<file path="config.mk">
export PLATFORM = sky130hd
export DESIGN_NAME = wb_trace_buffer
export DESIGN_NICKNAME = d
export VERILOG_FILES = /design/src/rtl/wb_trace_buffer.sv
export SDC_FILE = /design/constraint.sdc
export NUM_CORES = 2
export LEC_CHECK = 0
export BUFFER_PORTS_ARGS = -buffer_cell sky130_fd_sc_hd__clkbuf_2
export CORE_ASPECT_RATIO = 0.9
export CORE_MARGIN = 2
export CORE_UTILIZATION = 58
export DETAILED_ROUTE_END_ITERATION = 10
export PLACE_DENSITY = 0.74
export SYNTH_ARGS = -nofsm -noshare
export SYNTH_HDL_FRONTEND = slang
export SYNTH_MEMORY_MAX_BITS = 65536
export SYNTH_SLANG_ARGS = --single-unit
</file>
<file path="constraint.sdc">
create_clock -name clk_i -period 13.1 [get_ports clk_i]
set_input_delay 1.31 -clock clk_i [delete_from_list [all_inputs] [get_ports clk_i]]
set_output_delay 1.31 -clock clk_i [all_outputs]
set_load 0.03 [all_outputs]
</file>
<file path="src/rtl/wb_trace_buffer.sv">
// Writeback-trace capture unit: records retired instructions into a circular
// buffer with an optional PC-match trigger, post-trigger countdown and freeze.
module wb_trace_buffer #(
  parameter  int XLEN  = 32,
  parameter  int DEPTH = 64,
  localparam int AW    = $clog2(DEPTH)
) (
  input  logic            clk_i,
  input  logic            rst_n,
  input  logic            wb_have_inst_i,
  input  logic [XLEN-1:0] wb_pc_i,
  input  logic            wb_ena_i,
  input  logic [4:0]      wb_reg_i,
  input  logic [XLEN-1:0] wb_value_i,
  input  logic            arm_i,
  input  logic            trig_en_i,
  input  logic [XLEN-1:0] trig_pc_i,
  input  logic [AW-1:0]   post_cnt_i,
  input  logic [AW-1:0]   rd_idx_i,
  output logic            rd_valid_o,
  output logic [XLEN-1:0] rd_pc_o,
  output logic            rd_ena_o,
  output logic [4:0]      rd_reg_o,
  output logic [XLEN-1:0] rd_value_o,
  output logic [AW:0]     count_o,
  output logic [1:0]      state_o,
  output logic [63:0]     inst_cnt_o
);

  typedef enum logic [1:0] {
    IDLE  = 2'b00,
    ARMED = 2'b01,
    POST  = 2'b10,
    DONE  = 2'b11
  } state_e;

  typedef struct packed {
    logic [XLEN-1:0] pc;
    logic            ena;
    logic [4:0]      rd;
    logic [XLEN-1:0] value;
  } entry_t;

  localparam logic [AW:0] FULL = (AW+1)'(DEPTH);

  state_e        state_q, state_d;
  logic [AW-1:0] wptr_q, wptr_d;
  logic [AW:0]   count_q, count_d;
  logic [AW-1:0] post_q, post_d;
  logic [63:0]   inst_cnt_q, inst_cnt_d;
  logic          rd_valid_q, rd_valid_d;
  entry_t        rd_entry_q, rd_entry_d;

  entry_t        mem [DEPTH];
  entry_t        wr_entry;
  logic          capture;
  logic          trig_hit;
  logic [AW-1:0] oldest;
  logic [AW-1:0] rd_addr;

  // NOTE: every signal written here gets a default first, so no path leaves
  // it unassigned and no latch is inferred.
  always_comb begin
    state_d    = state_q;
    wptr_d     = wptr_q;
    count_d    = count_q;
    post_d     = post_q;
    inst_cnt_d = inst_cnt_q + 64'(wb_have_inst_i);
    wr_entry   = '{pc: wb_pc_i, ena: wb_ena_i, rd: wb_reg_i, value: wb_value_i};
    // An arm pulse wins over a same-cycle retire: nothing stored, nothing matched.
    capture    = wb_have_inst_i && !arm_i && (state_q == ARMED || state_q == POST);
    trig_hit   = capture && (state_q == ARMED) && trig_en_i && (wb_pc_i == trig_pc_i);

    if (capture) begin
      wptr_d = wptr_q + 1'b1;
      if (count_q != FULL) count_d = count_q + 1'b1;
    end

    if (arm_i) begin
      state_d = ARMED;
      wptr_d  = '0;
      count_d = '0;
      post_d  = '0;
    end else begin
      unique case (state_q)
        ARMED: if (trig_hit) begin
          if (post_cnt_i != '0) begin
            state_d = POST;
            post_d  = post_cnt_i;
          end else begin
            state_d = DONE;
          end
        end
        POST: if (capture) begin
          post_d = post_q - 1'b1;
          if (post_q == AW'(1)) state_d = DONE;
        end
        default: ;
      endcase
    end
  end

  // Once the ring has wrapped, the slot about to be overwritten is the oldest.
  always_comb begin
    oldest     = (count_q == FULL) ? wptr_q : '0;
    rd_addr    = oldest + rd_idx_i;
    rd_valid_d = ({1'b0, rd_idx_i} < count_q);
    rd_entry_d = rd_valid_d ? mem[rd_addr] : '0;
  end

  // NOTE: sequential state uses non-blocking assignments so every flop samples
  // pre-edge values; this is also what makes readout read-before-write.
  always_ff @(posedge clk_i or negedge rst_n) begin
    if (!rst_n) begin
      state_q    <= IDLE;
      wptr_q     <= '0;
      count_q    <= '0;
      post_q     <= '0;
      inst_cnt_q <= '0;
      rd_valid_q <= 1'b0;
      rd_entry_q <= '0;
    end else begin
      state_q    <= state_d;
      wptr_q     <= wptr_d;
      count_q    <= count_d;
      post_q     <= post_d;
      inst_cnt_q <= inst_cnt_d;
      rd_valid_q <= rd_valid_d;
      rd_entry_q <= rd_entry_d;
    end
  end

  // NOTE: trace storage is not reset; count_o gates which slots are readable,
  // and leaving it unreset lets it map onto plain RAM.
  always_ff @(posedge clk_i) begin
    if (capture) mem[wptr_q] <= wr_entry;
  end

  assign rd_valid_o = rd_valid_q;
  assign rd_pc_o    = rd_entry_q.pc;
  assign rd_ena_o   = rd_entry_q.ena;
  assign rd_reg_o   = rd_entry_q.rd;
  assign rd_value_o = rd_entry_q.value;
  assign count_o    = count_q;
  assign state_o    = state_q;
  assign inst_cnt_o = inst_cnt_q;

endmodule

</file>
==> run summary <==
============================================================================
Run status                                                      finished clean
Internal reg-to-reg setup slack                                      6960 ps
GRT overflow                                                               0
Pint                                                                0.0240 W
Slew Viols, Final                                                          0
Fill cell instance count of the final layout                           19.0k
Clock period minus worst slack                                       6140 ps
Final design area excluding fillers                              0.200 sq mm
Worst setup path end                                            rd_value_o[20]
Combinational cell fraction of total power                             0.047
Slew @ Worst Pin                                                     1470 ps
Final critical-path share of the clock period                          0.469
Util after Layout                                                      0.651
Static power due to leakage                                          64.7 nW
Avg Inst Size Synth                                               22.7 sq um
Antenna violations before repair                                          27
Startpoint of the worst-slack reg-to-reg timing path              count_o[4]
Synthesized flop and latch total                                        4636
Share of synthesized area occupied by flip-flops and latches           0.776
Slack of the critical path                                           6960 ps
Layout-stage area growth over the synthesis result                     11.9%
Site row count                                                           193
Number of global-route vias before repair                              87.2k
Cell at the root of the clock tree                              sky130_fd_sc_hd__clkbuf_16
Psw                                                                0.00641 W
Layout cell share with drive strength beyond 1                         0.274
Pre-CTS WS                                                           6840 ps
Post-CTS repair timing setup buffer count                                  0
Routed wire length                                                    474 mm
Main flop type after synthesis                                  sky130_fd_sc_hd__edfxtp_1
Slowest Stage Delay on Critical Path                                 1470 ps
Count of final hold-check violations                                       0
H-tree levels                                                              5
Top cell type by total area after synthesis                     sky130_fd_sc_hd__edfxtp_1
Largest clock skew in the final design                               52.7 ps
Post-synth EDFFs                                                        4480
Max-slew headroom at the worst pin                                    0.0212
Post-synth design cell area                                      0.178 sq mm
Global Route Usage Sum                                                 0.305
Areal power density over the cells                               152 mW/mm^2
Setup repair after global routing missed its margin                    false
Post-Syn Instances                                                      7851
Async set-or-reset flop fraction in the synthesized netlist           0.0336
Most common cell after layout, fill and taps aside              sky130_fd_sc_hd__edfxtp_1
First-pass DRT Iterations                                                  5
First-pass GRT wire length                                            665 mm
Launching element type of the critical path                             flop
Warning count from the yosys run                                           0
Worst flop-to-flop path endpoint                                rd_value_o[20]
Start-to-end type of the worst setup path                       flop to flop
Maximum fanout along the worst path                                       67
Number of distinct library cells after synthesis                          58
Net count reported at finish                                            8516
Initial standard-cell utilization of the core                          0.582
Routability congestion estimate                                        0.827
Critical path startpoint                                          count_o[4]
Number of nets with antenna violations after detailed routing              0
Number of instances resized during post-cts repair                         0
Maximum number of pins on one net before global-route repair             146
CTS buffer count                                                         443
Remaining design rule violation count                                      0
CTS Buffer Depth                                                           4
Class of the worst hold path                                    input pin to asynchronous set/reset pin
Arrival time reported for the critical path endpoint                 7040 ps
Number of top-level pins                                                 263
Horizontal die dimension                                              588 um
Die H                                                                 530 um
Post-synthesis net count                                                7990
Mean number of vias per cell                                            6.91
Fmax                                                               0.163 GHz
Non-filler instance count after layout                                 12.9k
Avg WL per Cell                                                      36.9 um
Post-detailed-placement cell area                                0.185 sq mm
Hold bufs inserted after CTS                                               0
Clock power share                                                      0.414
Setup violation total in the final timing report                           0
Share of total power consumed by net switching                         0.211
PortBufs                                                                 262
Clock Sinks                                                             4636
Worst path cell trace                                           nor4b_1 -> and3_1 -> and2_1 -> ha_4 -> inv_1 -> fa_4 -> buf_4 -> buf_4 -> mux4_2 -> mux2i_1 -> mux4_2 -> o221ai_1
IR drop worst, VDD                                                  0.117 mV
Data required, critical path                                        14000 ps
Die area                                                         0.312 sq mm
Area contributors post-synth                                    sky130_fd_sc_hd__edfxtp_1, sky130_fd_sc_hd__mux4_2, sky130_fd_sc_hd__mux2i_1, sky130_fd_sc_hd__dfrtp_1, sky130_fd_sc_hd__nand2_1
Endpoint type of the worst setup path                                   flop
Clock tree from TritonCTS                                              built
Detailed placer's ending HPWL                                         236 mm
Routed vias                                                            88.8k
Placed cell count                                                      12.0k
Clk_lat worst skew                                                   1000 ps
Top-area cell type share of the netlist area                           0.754
Critical path's slowest cell                                    sky130_fd_sc_hd__fa_4
Clock transition at path regs                                          60 ps
Commonest cells after routing, fill and taps aside              sky130_fd_sc_hd__edfxtp_1, sky130_fd_sc_hd__mux4_2, sky130_fd_sc_hd__mux2i_1, sky130_fd_sc_hd__clkbuf_16, sky130_fd_sc_hd__nand2_1
DRT iter0 DRCs                                                         14.9k
Fin Setup TNS                                                           0 ps
Max_cap viols                                                              0
Count of cells along the worst register-to-register path                  12
Area of the core                                                 0.306 sq mm
Relative contribution of sequential cells to total power               0.539
============================================================================
## synthesized netlist by cell type (3+ instances only)
| library cell | count |
|---|---|
| sky130_fd_sc_hd__a21o_1 | 3 |
| sky130_fd_sc_hd__buf_4 | 55 |
| sky130_fd_sc_hd__mux2i_1 | 492 |
| sky130_fd_sc_hd__mux4_2 | 1190 |
| sky130_fd_sc_hd__o21ai_0 | 61 |
| sky130_fd_sc_hd__and3_1 | 10 |
| sky130_fd_sc_hd__nand3_1 | 183 |
| sky130_fd_sc_hd__nor4_1 | 4 |
| sky130_fd_sc_hd__nand4_1 | 36 |
| sky130_fd_sc_hd__o21ai_1 | 14 |
| sky130_fd_sc_hd__nand2b_1 | 7 |
| sky130_fd_sc_hd__or3_1 | 4 |
| sky130_fd_sc_hd__ha_1 | 19 |
| sky130_fd_sc_hd__buf_1 | 57 |
| sky130_fd_sc_hd__edfxtp_1 | 4480 |
| sky130_fd_sc_hd__and4_1 | 10 |
| sky130_fd_sc_hd__nor3_1 | 13 |
| sky130_fd_sc_hd__xor2_1 | 16 |
| sky130_fd_sc_hd__nand2_1 | 387 |
| sky130_fd_sc_hd__o221ai_1 | 71 |
| sky130_fd_sc_hd__and2_1 | 8 |
| sky130_fd_sc_hd__nor3b_1 | 3 |
| sky130_fd_sc_hd__nor2b_1 | 7 |
| sky130_fd_sc_hd__xnor2_1 | 88 |
| sky130_fd_sc_hd__nor4b_1 | 3 |
| sky130_fd_sc_hd__nor2_1 | 98 |
| sky130_fd_sc_hd__a22o_1 | 4 |
| sky130_fd_sc_hd__buf_2 | 154 |
| sky130_fd_sc_hd__buf_6 | 11 |
| sky130_fd_sc_hd__o211ai_1 | 7 |
| sky130_fd_sc_hd__dfrtp_1 | 156 |
| sky130_fd_sc_hd__a21oi_1 | 10 |
| sky130_fd_sc_hd__clkbuf_1 | 139 |
| sky130_fd_sc_hd__inv_1 | 21 |
## power by group through the flow
stage | Combinational [W] | Sequential, W | Clock (W)
after floorplan | 0.000803 | 0.0167 | 0
after global placement | 0.00138 | 0.0167 | 0
after detailed placement | 0.00142 | 0.0167 | 0
after CTS | 0.00143 | 0.0164 | 0.0127
after global routing | 0.00151 | 0.0164 | 0.0132
final | 0.00143 | 0.0164 | 0.0126
## worst max-delay path: cells and delay by family (launching register included)
kind	cells	cell delay (ps)
buf+inv	3	1710
simple gates	3	870
compound gates	1	220
flops	1	450
fa+ha+maj	2	1610
mux	3	970
## worst min path at each step
stage	from	to	slack [ps]	depth (start not counted)
2_1_floorplan	post_q[1]	post_q[1]	490	2
3_3_place_gp	inst_cnt_o[63]	inst_cnt_o[63]	460	1
3_5_place_dp	inst_cnt_o[63]	inst_cnt_o[63]	480	1
4_1_cts	rst_n	inst_cnt_o[3]	370	1
5_1_grt	rst_n	inst_cnt_o[28]	400	1
6_report	rst_n	inst_cnt_o[33]	410	1
## registers in the layout (all words and copies together), names as in the netlist
name and flops:
rd_valid_o 1, mem 4480, inst_cnt_o 64, rd_value_o 32
state_o 2, rd_reg_o 5, rd_ena_o 1, count_o 7
rd_pc_o 32, post_q 6, wptr_q 6
## through the flow
stage                     hold slack [ps]  total power [W]
after floorplan                       486           0.0175
after CTS                             373           0.0305
final                                 406           0.0304
after global routing                  404           0.0311
after detailed placement              482           0.0181
after global placement                460           0.0181
## kinds of logic (layout without fill, tap and decap cells)
kind of cell	count (synthesis)	in the layout	synth area share
flip-flops	4636	4636	0.776
multiplexers	1682	1682	0.178
AND/OR/NAND/NOR	787	787	0.0199
buffers and inverters	438	1344	0.0119
AO/OA/AOI/OAI	180	180	0.00693
XOR/XNOR	108	108	0.00551
adder cells (fa/ha/maj)	20	20	0.00145
other	0	4	0
## layer usage
layer  part of all wire  up-vias  track usage
li1                   -    34063            -
met1               0.36    47103        0.450
met2               0.46     6746        0.467
met3               0.15      886       0.0744
met4              0.029       10       0.0774
met5            0.00012        -            0
## cell type report
type                            instances  area (sq um)  area share
Antenna cell                            4          10.0   0.0000502
Clock buffer                          589         11900      0.0597
Multi-Input combinational cell       2777         38300       0.192
Sequential cell                      4636        138000       0.694
Clock inverter                        236          2300      0.0115
Timing Repair Buffer                  498          3410      0.0171
Tap cell                             4095          5120      0.0257
Inverter                               21          78.8    0.000395
(Power assumes the default switching activity.)
